[src/rtl/dm_pkg.sv]
// Shared debug-module definitions: DTM operation codes, DMI status codes
// and the fixed low part of the DMI access data register.
package dm_pkg;

    typedef enum logic [1:0] {
        DTM_NOP   = 2'd0,
        DTM_READ  = 2'd1,
        DTM_WRITE = 2'd2
    } dtm_op_e;

    typedef enum logic [1:0] {
        DTM_SUCCESS = 2'd0,
        DTM_ERR     = 2'd2,
        DTM_BUSY    = 2'd3
    } dtm_op_status_e;

    // Low 34 bits of the DMI DR. The address field sits above it and its
    // width is a parameter of the DR module, so it is prepended there.
    typedef struct packed {
        logic [31:0] data;
        logic [1:0]  op;
    } dmi_dr_t;

endpackage

[src/rtl/dmi_access_dr.sv]
// DMI access data register of the JTAG DTM: captures/shifts/updates the
// {addr, data, op} DR and turns accepted updates into DMI bus requests.
// Optional build macro DMI_HARDRESET_EN: when defined, dmi_hardreset_i
// aborts any outstanding transaction and clears the sticky error.
//
// state    | meaning
// ---------+------------------------------------------------
// Idle     | no transaction outstanding, updates accepted
// Read     | read request presented, waiting for req ready
// Write    | write request presented, waiting for req ready
// WaitResp | request taken, waiting for the response
module dmi_access_dr
    import dm_pkg::*;
#(
    parameter int AddrWidth = 7
) (
    input  logic                 tck_i,
    input  logic                 trst_ni,
    input  logic                 test_logic_reset_i,
    input  logic                 dmi_access_i,
    input  logic                 capture_dr_i,
    input  logic                 shift_dr_i,
    input  logic                 update_dr_i,
    input  logic                 dmi_tdi_i,
    input  logic                 dmi_reset_i,
    input  logic                 dmi_hardreset_i,
    output logic                 dmi_tdo_o,
    output logic [1:0]           dmi_error_o,
    output logic                 dmi_req_valid_o,
    input  logic                 dmi_req_ready_i,
    output logic [AddrWidth-1:0] dmi_req_addr_o,
    output logic [31:0]          dmi_req_data_o,
    output logic [1:0]           dmi_req_op_o,
    input  logic                 dmi_resp_valid_i,
    output logic                 dmi_resp_ready_o,
    input  logic [31:0]          dmi_resp_data_i,
    input  logic [1:0]           dmi_resp_resp_i
);

    localparam int DrWidth = AddrWidth + 34;

    typedef enum logic [1:0] {Idle, Read, Write, WaitResp} state_e;

    state_e               state_q;
    logic [DrWidth-1:0]   dr_q;
    dmi_dr_t              dr_low;
    logic [AddrWidth-1:0] dr_addr;
    logic [AddrWidth-1:0] addr_q;
    logic [AddrWidth-1:0] req_addr_q;
    logic [31:0]          data_q;
    logic [31:0]          req_data_q;
    logic [1:0]           req_op_q;
    logic [1:0]           error_q;
    logic [1:0]           error_d;
    logic                 req_valid_q;
    logic                 resp_ready_q;
    logic                 capture;
    logic                 shift;
    logic                 update;
    logic                 busy;
    logic                 op_rw;
    logic                 accept;
    logic                 resp_fire;
    logic                 hard_abort;

`ifdef DMI_HARDRESET_EN
    assign hard_abort = dmi_hardreset_i;
`else
    logic unused_hardreset;
    assign hard_abort       = 1'b0;
    assign unused_hardreset = dmi_hardreset_i;
`endif

    assign dr_low    = dmi_dr_t'(dr_q[33:0]);
    assign dr_addr   = dr_q[DrWidth-1:34];
    assign capture   = dmi_access_i & capture_dr_i;
    assign shift     = dmi_access_i & shift_dr_i;
    assign update    = dmi_access_i & update_dr_i;
    assign busy      = (state_q != Idle);
    assign op_rw     = (dr_low.op == DTM_READ) || (dr_low.op == DTM_WRITE);
    assign accept    = update && !busy && (error_q == DTM_SUCCESS) && op_rw;
    assign resp_fire = (state_q == WaitResp) && dmi_resp_valid_i;

    // Sticky error: first error wins, busy beats failed, any clear beats a set.
    always_comb begin
        error_d = error_q;
        if (error_q == DTM_SUCCESS) begin
            if ((capture || update) && busy) begin
                error_d = DTM_BUSY;
            end else if (resp_fire && (dmi_resp_resp_i != 2'd0)) begin
                error_d = DTM_ERR;
            end
        end
        if (dmi_reset_i || test_logic_reset_i || hard_abort) begin
            error_d = DTM_SUCCESS;
        end
    end

    // Data register: capture the status view, then shift LSB-first towards TDO.
    always_ff @(posedge tck_i or negedge trst_ni) begin
        if (!trst_ni) begin
            dr_q <= '0;
        end else if (test_logic_reset_i) begin
            dr_q <= '0;
        end else if (capture) begin
            dr_q <= {addr_q, data_q, error_d};
        end else if (shift) begin
            dr_q <= {dmi_tdi_i, dr_q[DrWidth-1:1]};
        end
    end

    // Address/data/status seen by the debugger on the next capture.
    always_ff @(posedge tck_i or negedge trst_ni) begin
        if (!trst_ni) begin
            addr_q  <= '0;
            data_q  <= '0;
            error_q <= '0;
        end else begin
            error_q <= error_d;
            if (test_logic_reset_i) begin
                addr_q <= '0;
                data_q <= '0;
            end else if (accept) begin
                addr_q <= dr_addr;
                if (dr_low.op == DTM_WRITE) begin
                    data_q <= dr_low.data;
                end
            end else if (resp_fire && (req_op_q == DTM_READ)) begin
                data_q <= dmi_resp_data_i;
            end
        end
    end

    // Bus-side FSM; the request payload has its own copy so a TAP reset
    // cannot disturb a request that is already on the bus.
    always_ff @(posedge tck_i or negedge trst_ni) begin
        if (!trst_ni) begin
            state_q      <= Idle;
            req_valid_q  <= 1'b0;
            resp_ready_q <= 1'b0;
            req_addr_q   <= '0;
            req_data_q   <= '0;
            req_op_q     <= '0;
        end else if (hard_abort) begin
            state_q      <= Idle;
            req_valid_q  <= 1'b0;
            resp_ready_q <= 1'b0;
        end else begin
            case (state_q)
                Idle: begin
                    if (accept) begin
                        state_q     <= (dr_low.op == DTM_WRITE) ? Write : Read;
                        req_valid_q <= 1'b1;
                        req_addr_q  <= dr_addr;
                        req_op_q    <= dr_low.op;
                        req_data_q  <= (dr_low.op == DTM_WRITE) ? dr_low.data : 32'h0;
                    end
                end
                Read, Write: begin
                    if (dmi_req_ready_i) begin
                        state_q      <= WaitResp;
                        req_valid_q  <= 1'b0;
                        resp_ready_q <= 1'b1;
                    end
                end
                WaitResp: begin
                    if (dmi_resp_valid_i) begin
                        state_q      <= Idle;
                        resp_ready_q <= 1'b0;
                    end
                end
                default: begin
                    state_q      <= Idle;
                    req_valid_q  <= 1'b0;
                    resp_ready_q <= 1'b0;
                end
            endcase
        end
    end

    assign dmi_tdo_o        = dr_q[0];
    assign dmi_error_o      = error_q;
    assign dmi_req_valid_o  = req_valid_q;
    assign dmi_req_addr_o   = req_addr_q;
    assign dmi_req_data_o   = req_data_q;
    assign dmi_req_op_o     = req_op_q;
    assign dmi_resp_ready_o = resp_ready_q;

endmodule

[config.mk]
export PLATFORM = sky130hd
export DESIGN_NAME = dmi_access_dr
export DESIGN_NICKNAME = d
export VERILOG_FILES = /design/src/rtl/dm_pkg.sv /design/src/rtl/dmi_access_dr.sv
export SDC_FILE = /design/constraint.sdc
export NUM_CORES = 1
export LEC_CHECK = 0
export BUFFER_PORTS_ARGS = -buffer_cell sky130_fd_sc_hd__buf_2
export CAP_MARGIN = 20
export CORE_AREA = 5 5 111 113
export DETAILED_ROUTE_END_ITERATION = 16
export DIE_AREA = 0 0 116 118
export PLACE_DENSITY = 0.73
export SYNTH_ARGS = -nofsm -noshare
export SYNTH_HDL_FRONTEND = slang
export SYNTH_SLANG_ARGS = --single-unit
[constraint.sdc]
create_clock -name tck_i -period 3.2 [get_ports tck_i]
set_input_delay 0.32 -clock tck_i [delete_from_list [all_inputs] [get_ports tck_i]]
set_output_delay 0.32 -clock tck_i [all_outputs]
set_load 0.01 [all_outputs]
Word level (Yosys, flattened, before mapping):

Index checks and enable logic that the tools add are counted.

* bits of input ports: 46
* output and inout bits: 46
* bits in registers: 127
* word-level logic and storage cells: 74

* bitwise logic cells: 3
* muxes and demuxes: 25
* reduce and logical (&&, ||, !) cells: 26
* equality and inequality tests: 10

Operators by type and width (count)
* 2-to-1 mux 32 bit: 5
* 2-to-1 mux 41 bit: 3
* 2-to-1 mux 2 bit: 8
* 2-to-1 mux 7 bit: 2
* nonzero test 2 bit: 5
* AND reduction 3 bit: 3
* logical AND 1 bit: 7
* == test 2 x 1 -> 1 bit (second input constant): 3
* == test 2 bit (second input constant): 3
* inequality test 2 bit (second input constant): 3
* one-hot mux 2 bit (3 select lines): 1
* nonzero test 3 bit: 2
* zero test 2 bit: 2
* 2-to-1 mux 1 bit: 4
* one-hot mux 1 bit (2 select lines): 2
* AND reduction 2 bit: 2
* AND 1 bit: 3
* logical OR 1 bit: 3
* inequality test 3 x 2 -> 1 bit (second input constant): 1
* OR reduction 2 bit: 1
* zero test 1 bit: 1

Depth between registers and ports, before layout:

* word-level depth: 9
* gate-level depth with buffers: 8
* gate-level depth less buffers: 6

Worst setup path after synthesis:

No wires, ideal clock.

* path kind: register -> register
* start: reg state_q[0]
* end: reg data_q[0]
* required time: 3075 ps
* buffers on the path: 2
* slack: 1456 ps
* arrival time: 1619 ps
* clock period less this slack: 1744 ps
* library setup time: 125 ps
* stages on the path, launching flop included: 9
* cells stage by stage: dfrtp_1 inv_1 ha_1 and4b_4 and2_4 buf_6 o211ai_4 buf_6 o21ai_2

* cells in the longest elaborated chain, start to end: 7

Ends and longest elaborated chain
* start: declaration: line dmi_access_dr.sv:44 `state_e state_q;`
* start signal: assignment: line dmi_access_dr.sv:138 `state_q <= Idle;`
* start signal: assignment: line dmi_access_dr.sv:145 `state_q <= Idle;`
* start signal: assignment: line dmi_access_dr.sv:152 `state_q <= (dr_low.op == DTM_WRITE) ? Write : Read;`
* nonzero test 2 bit: line dmi_access_dr.sv:79 `assign busy = (state_q != Idle);`
* zero test 1 bit: line dmi_access_dr.sv:81 `assign accept = update && !busy && (error_q == DTM_SUCCESS) && op_rw;`
* logical AND 1 bit (3 in series): line dmi_access_dr.sv:81
* inequality test 3 x 2 -> 1 bit (no line), or another cell as far along
* AND reduction 2 bit (no line) / 2-to-1 mux 32 bit (equally long branches)
* end signal: assignment: line dmi_access_dr.sv:126 `data_q <= dr_low.data;`
* end signal: assignment: line dmi_access_dr.sv:129 `data_q <= dmi_resp_data_i;`
* end: declaration: line dmi_access_dr.sv:50 `logic [31:0] data_q;`

Several ways; a longest one is shown, not always the timed one.
A chain may end at the register's enable or synchronous reset.

Worst setup path in the final report:

* start: reg dr_q[0]
* end: reg data_q[11]

* cells in the longest elaborated chain, start to end: 5

Ends and longest elaborated chain
* start: declaration: line dmi_access_dr.sv:45 `logic [DrWidth-1:0] dr_q;`
* start signal: assignment: line dmi_access_dr.sv:106 `dr_q <= {addr_q, data_q, error_d};`
* start signal: assignment: line dmi_access_dr.sv:108 `dr_q <= {dmi_tdi_i, dr_q[DrWidth-1:1]};`
* == test 2 x 1 -> 1 bit / == test 2 bit (equally long branches): line dmi_access_dr.sv:80, dmi_access_dr.sv:125
* logical OR 1 bit: line dmi_access_dr.sv:80 `assign op_rw = (dr_low.op == DTM_READ) || (dr_low.op == DTM_WRITE);`
* logical AND 1 bit: line dmi_access_dr.sv:81
* inequality test 3 x 2 -> 1 bit (no line), or another cell as far along
* AND reduction 2 bit (no line) / 2-to-1 mux 32 bit (equally long branches)

Several ways; a longest one is shown, not always the timed one.

==> summary.txt <==
Run status
  – Status: finished clean

Clock tree
  – CTS resizes: 0
  – CTS H-tree depth: 4
  – Number of buffers added for setup after CTS: 0
  – Number of clock buffers inserted by TritonCTS: 17
  – Clock slew at the register clock pins of the worst setup and hold paths: 0.05 ns
  – Clock insertion delay at the later pin of the skew report: 0.41 ns
  – CTS tree: done
  – Maximum buffer depth of the clock tree: 2
  – Cell chosen for the clock root: clkbuf_16
  – Hold buffers post-CTS: 1
  – CTS sink count: 127

Global route
  – Via count of the first global-routing pass: 4,603
  – Total gr overflow: 0
  – Initial antenna violation count: 0
  – Largest net degree at the start of global routing: 55
  – First-pass GRT wire length: 22.8 mm
  – Aggregate global-route resource usage: 21.0%

Detailed routing
  – DRC violation total after the first TritonRoute iteration: 344
  – Routed length per placed instance: 16.7 um
  – Total wirelength of the detailed-routed design: 13.5 mm
  – Via Count: 4,407
  – Post-detailed-route count of antenna-violating nets: 0
  – Number of detailed-route iterations in the first pass: 5
  – Number of remaining DRC errors: 0
  – Via density per instance: 5.47

Final layout
  – Filler-free cell count of the finished design: 806
  – Diodes inserted: 0
  – Layout cells sized above 1: 25.2%
  – Net count, final: 700
  – Combined area of the multi-input logic cells: 2150 um2
  – Fillcell total: 954
  – Seq. cell area: 3180 um2
  – Summed area of non-filler cells in the final layout: 6820 um2
  – Final Util: 60.8%
  – Area Overhead vs Synth: 20.2%

Synth
  – Share of synthesized area occupied by flip-flops and latches: 56.0%
  – Total standard cell area after synthesis: 5670 um2
  – Post-synthesis register bit count: 127
  – Xor and xnor fraction of the mapped netlist area: 0%
  – Complex-gate fraction of the synthesized area: 16.2%
  – Net count after synthesis: 616
  – Synth cell types: 41
  – Synthesized area per cell: 10.0 um2
  – Number of cells produced by synthesis: 567
  – Multiplexer area fraction after synthesis: 6.88%
  – Adder and majority cell fraction of the synthesized area: 0.662%
  – Flip-flop cell with the highest count after synthesis: dfrtp_1
  – Count of flip-flops with a built-in enable after synthesis: 0
  – Asr flop ratio synth: 100%
  – Dominant combinational cell family by area after synthesis: compound AO/OA/AOI/OAI gates
  – Simple-gate share of the synthesized area: 14.0%
  – Number of warning messages in the yosys log: 0

Pwr
  – Clock network power share: 49.2%
  – Power consumption: 3.97 mW
  – Part of the total power dissipated in sequential elements: 41.9%
  – Worst supply voltage drop on vdd: 0.381 mV
  – Leakage power figure: 3.53 nW
  – Cell internal pwr: 3.06 mW
  – Switch share: 22.7%
  – Share of power burned in combinational logic: 8.9%
  – Areal power density over the cells: 581 nW/um2
  – Switching power total: 0.901 mW

Timing
  – Slew of the pin with the lowest slew margin: 0.814 ns
  – Worst slew margin: 45.6%
  – Worst clock skew: 0.00586 ns
  – Final hold violations: 0
  – Shortest clock period the worst path allows after layout: 2.32 ns
  – Final setup TNS: 0 ns
  – Final number of max-transition violations: 0
  – Setup Viol. Count Final: 0
  – Hold_ws: 0.103 ns
  – Top achievable clock speed: 0.431 GHz
  – Final period util: 72.4%
  – Unrepaired setup endpoints after global routing: no
  – Post-route setup slack: 0.882 ns

Job
  – Max-cap violations: 0

Floorplan
  – Number of placement rows: 39
  – Width of the die: 116 um
  – Effective utilization at floorplan: 50.6%
  – Die boundary height: 118 um
  – Standard cell core area: 11,200 um2
  – Ports: 92
  – DIE AREA: 13,700 um2

Critical path
  – Crit path launch type: register
  – Top fanout value on the critical path: 44
  – Arrival time at the worst endpoint: 2.64 ns
  – Category of the worst setup path capture point: register
  – Required @ worst endpoint: 3.53 ns
  – Critical Setup Path Class: register to register

Place
  – Placed cell count: 774
  – Gpl congestion: 0.800
  – Worst setup slack before clock tree synthesis: 0.885 ns
  – Number of buffers added on ports: 90
  – Cell area after placement: 6210 um2
  – Detailed-placement wirelength estimate: 8.43 mm

Hold path
  – Path category of the worst min-delay check: input port to register
-- cell usage after synthesis (all sizes together), types with 2 or more instances --
| cell type | number | area [um2] |
|---|---|---|
| inv | 39 | 146 |
| o21ai | 76 | 493 |
| a21oi | 9 | 45.0 |
| nand2 | 141 | 529 |
| nor2 | 4 | 15.0 |
| a22oi | 33 | 248 |
| nand3 | 33 | 165 |
| mux2i | 39 | 390 |
| a211oi | 2 | 20.0 |
| nand2b | 2 | 12.5 |
| clkbuf | 14 | 55.1 |
| buf | 24 | 155 |
| dfrtp | 127 | 3180 |
| ha | 3 | 37.5 |
| and2 | 2 | 15.0 |
-- layout by cell type, fill, tap and decap left out, types with 2 or more instances in the layout --
cell type	instances
a21oi_1	9
a22oi_1	33
buf_2	89
buf_4	12
bufinv_16	3
clkbuf_1	4
clkbuf_16	17
clkbuf_8	4
clkinv_2	3
dfrtp_1	127
ha_1	3
inv_1	39
mux2i_1	39
nand2_1	139
nand2_2	2
nand2b_1	2
nand3_1	33
nor2_1	4
o21ai_0	40
o21ai_1	6
o21ai_2	30
-- worst max-delay path: stages, from the launching register on --
cell      delay (ns)
dfrtp_1         0.38
inv_1           0.07
ha_1            0.28
nor2_1          0.35
and2_4          0.60
o211ai_4        0.14
buf_4           0.24
o21ai_0         0.17
-- final timing paths --
path | start | to | slack, ns | cells past startpoint
setup / recovery | dr_q[0] | data_q[11] | 0.88 | 7
hold / removal | dmi_reset_i | dmi_error_o[0] | 0.10 | 2
setup reg to reg | dr_q[0] | data_q[11] | 0.88 | 7
hold reg to reg | dmi_req_data_o[25] | dmi_req_data_o[25] | 0.46 | 2
max in group asynchronous | trst_ni | dr_q[17] | 1.88 | 3
min in group asynchronous | trst_ni | dmi_req_addr_o[2] | 0.51 | 2
-- layout make-up --
type / instances / area share, %
clock inverters: 6 / 1.54
repair buffers: 103 / 8.29
multi-input cells: 363 / 31.5
inverters: 39 / 2.15
well taps: 143 / 2.62
clock buffers: 25 / 7.26
flip-flops and latches: 127 / 46.6
-- sequential cells by signal, summed over array words and instances, names as in the netlist, 2 cells and up --
| name | count |
|---|---|
| addr_q | 7 |
| data_q | 32 |
| dmi_error_o | 2 |
| dmi_req_addr_o | 7 |
| dmi_req_data_o | 32 |
| dmi_req_op_o | 2 |
| dr_q | 41 |
| state_q | 2 |
-- cell families (layout without fill, tap and decap cells) --
family,after synthesis,in the layout
compound gates,132,132
simple gates,189,189
mux,39,39
fa+ha+maj,3,3
flops,127,127
buf+inv,77,173
-- layer usage --
metal	wire (um)	part of all wire [%]	vias up	GRT usage [%]
met5	0	0	-	0
met4	163	1.2	0	7.03
met3	672	5.0	14	5.14
met2	6860	51	115	34.3
met1	5790	43	2191	27.1
li1	-	-	2087	-
-- power by group through the flow --
stage	clock [mW]	sequential (mW)	combinational [mW]
after floorplan	0	1.69	0.204
after global placement	0	1.69	0.333
after detailed placement	0	1.69	0.350
after CTS	1.99	1.66	0.352
after global routing	2.06	1.67	0.392
final	1.95	1.66	0.351
Power figures use the tool's default switching activity.
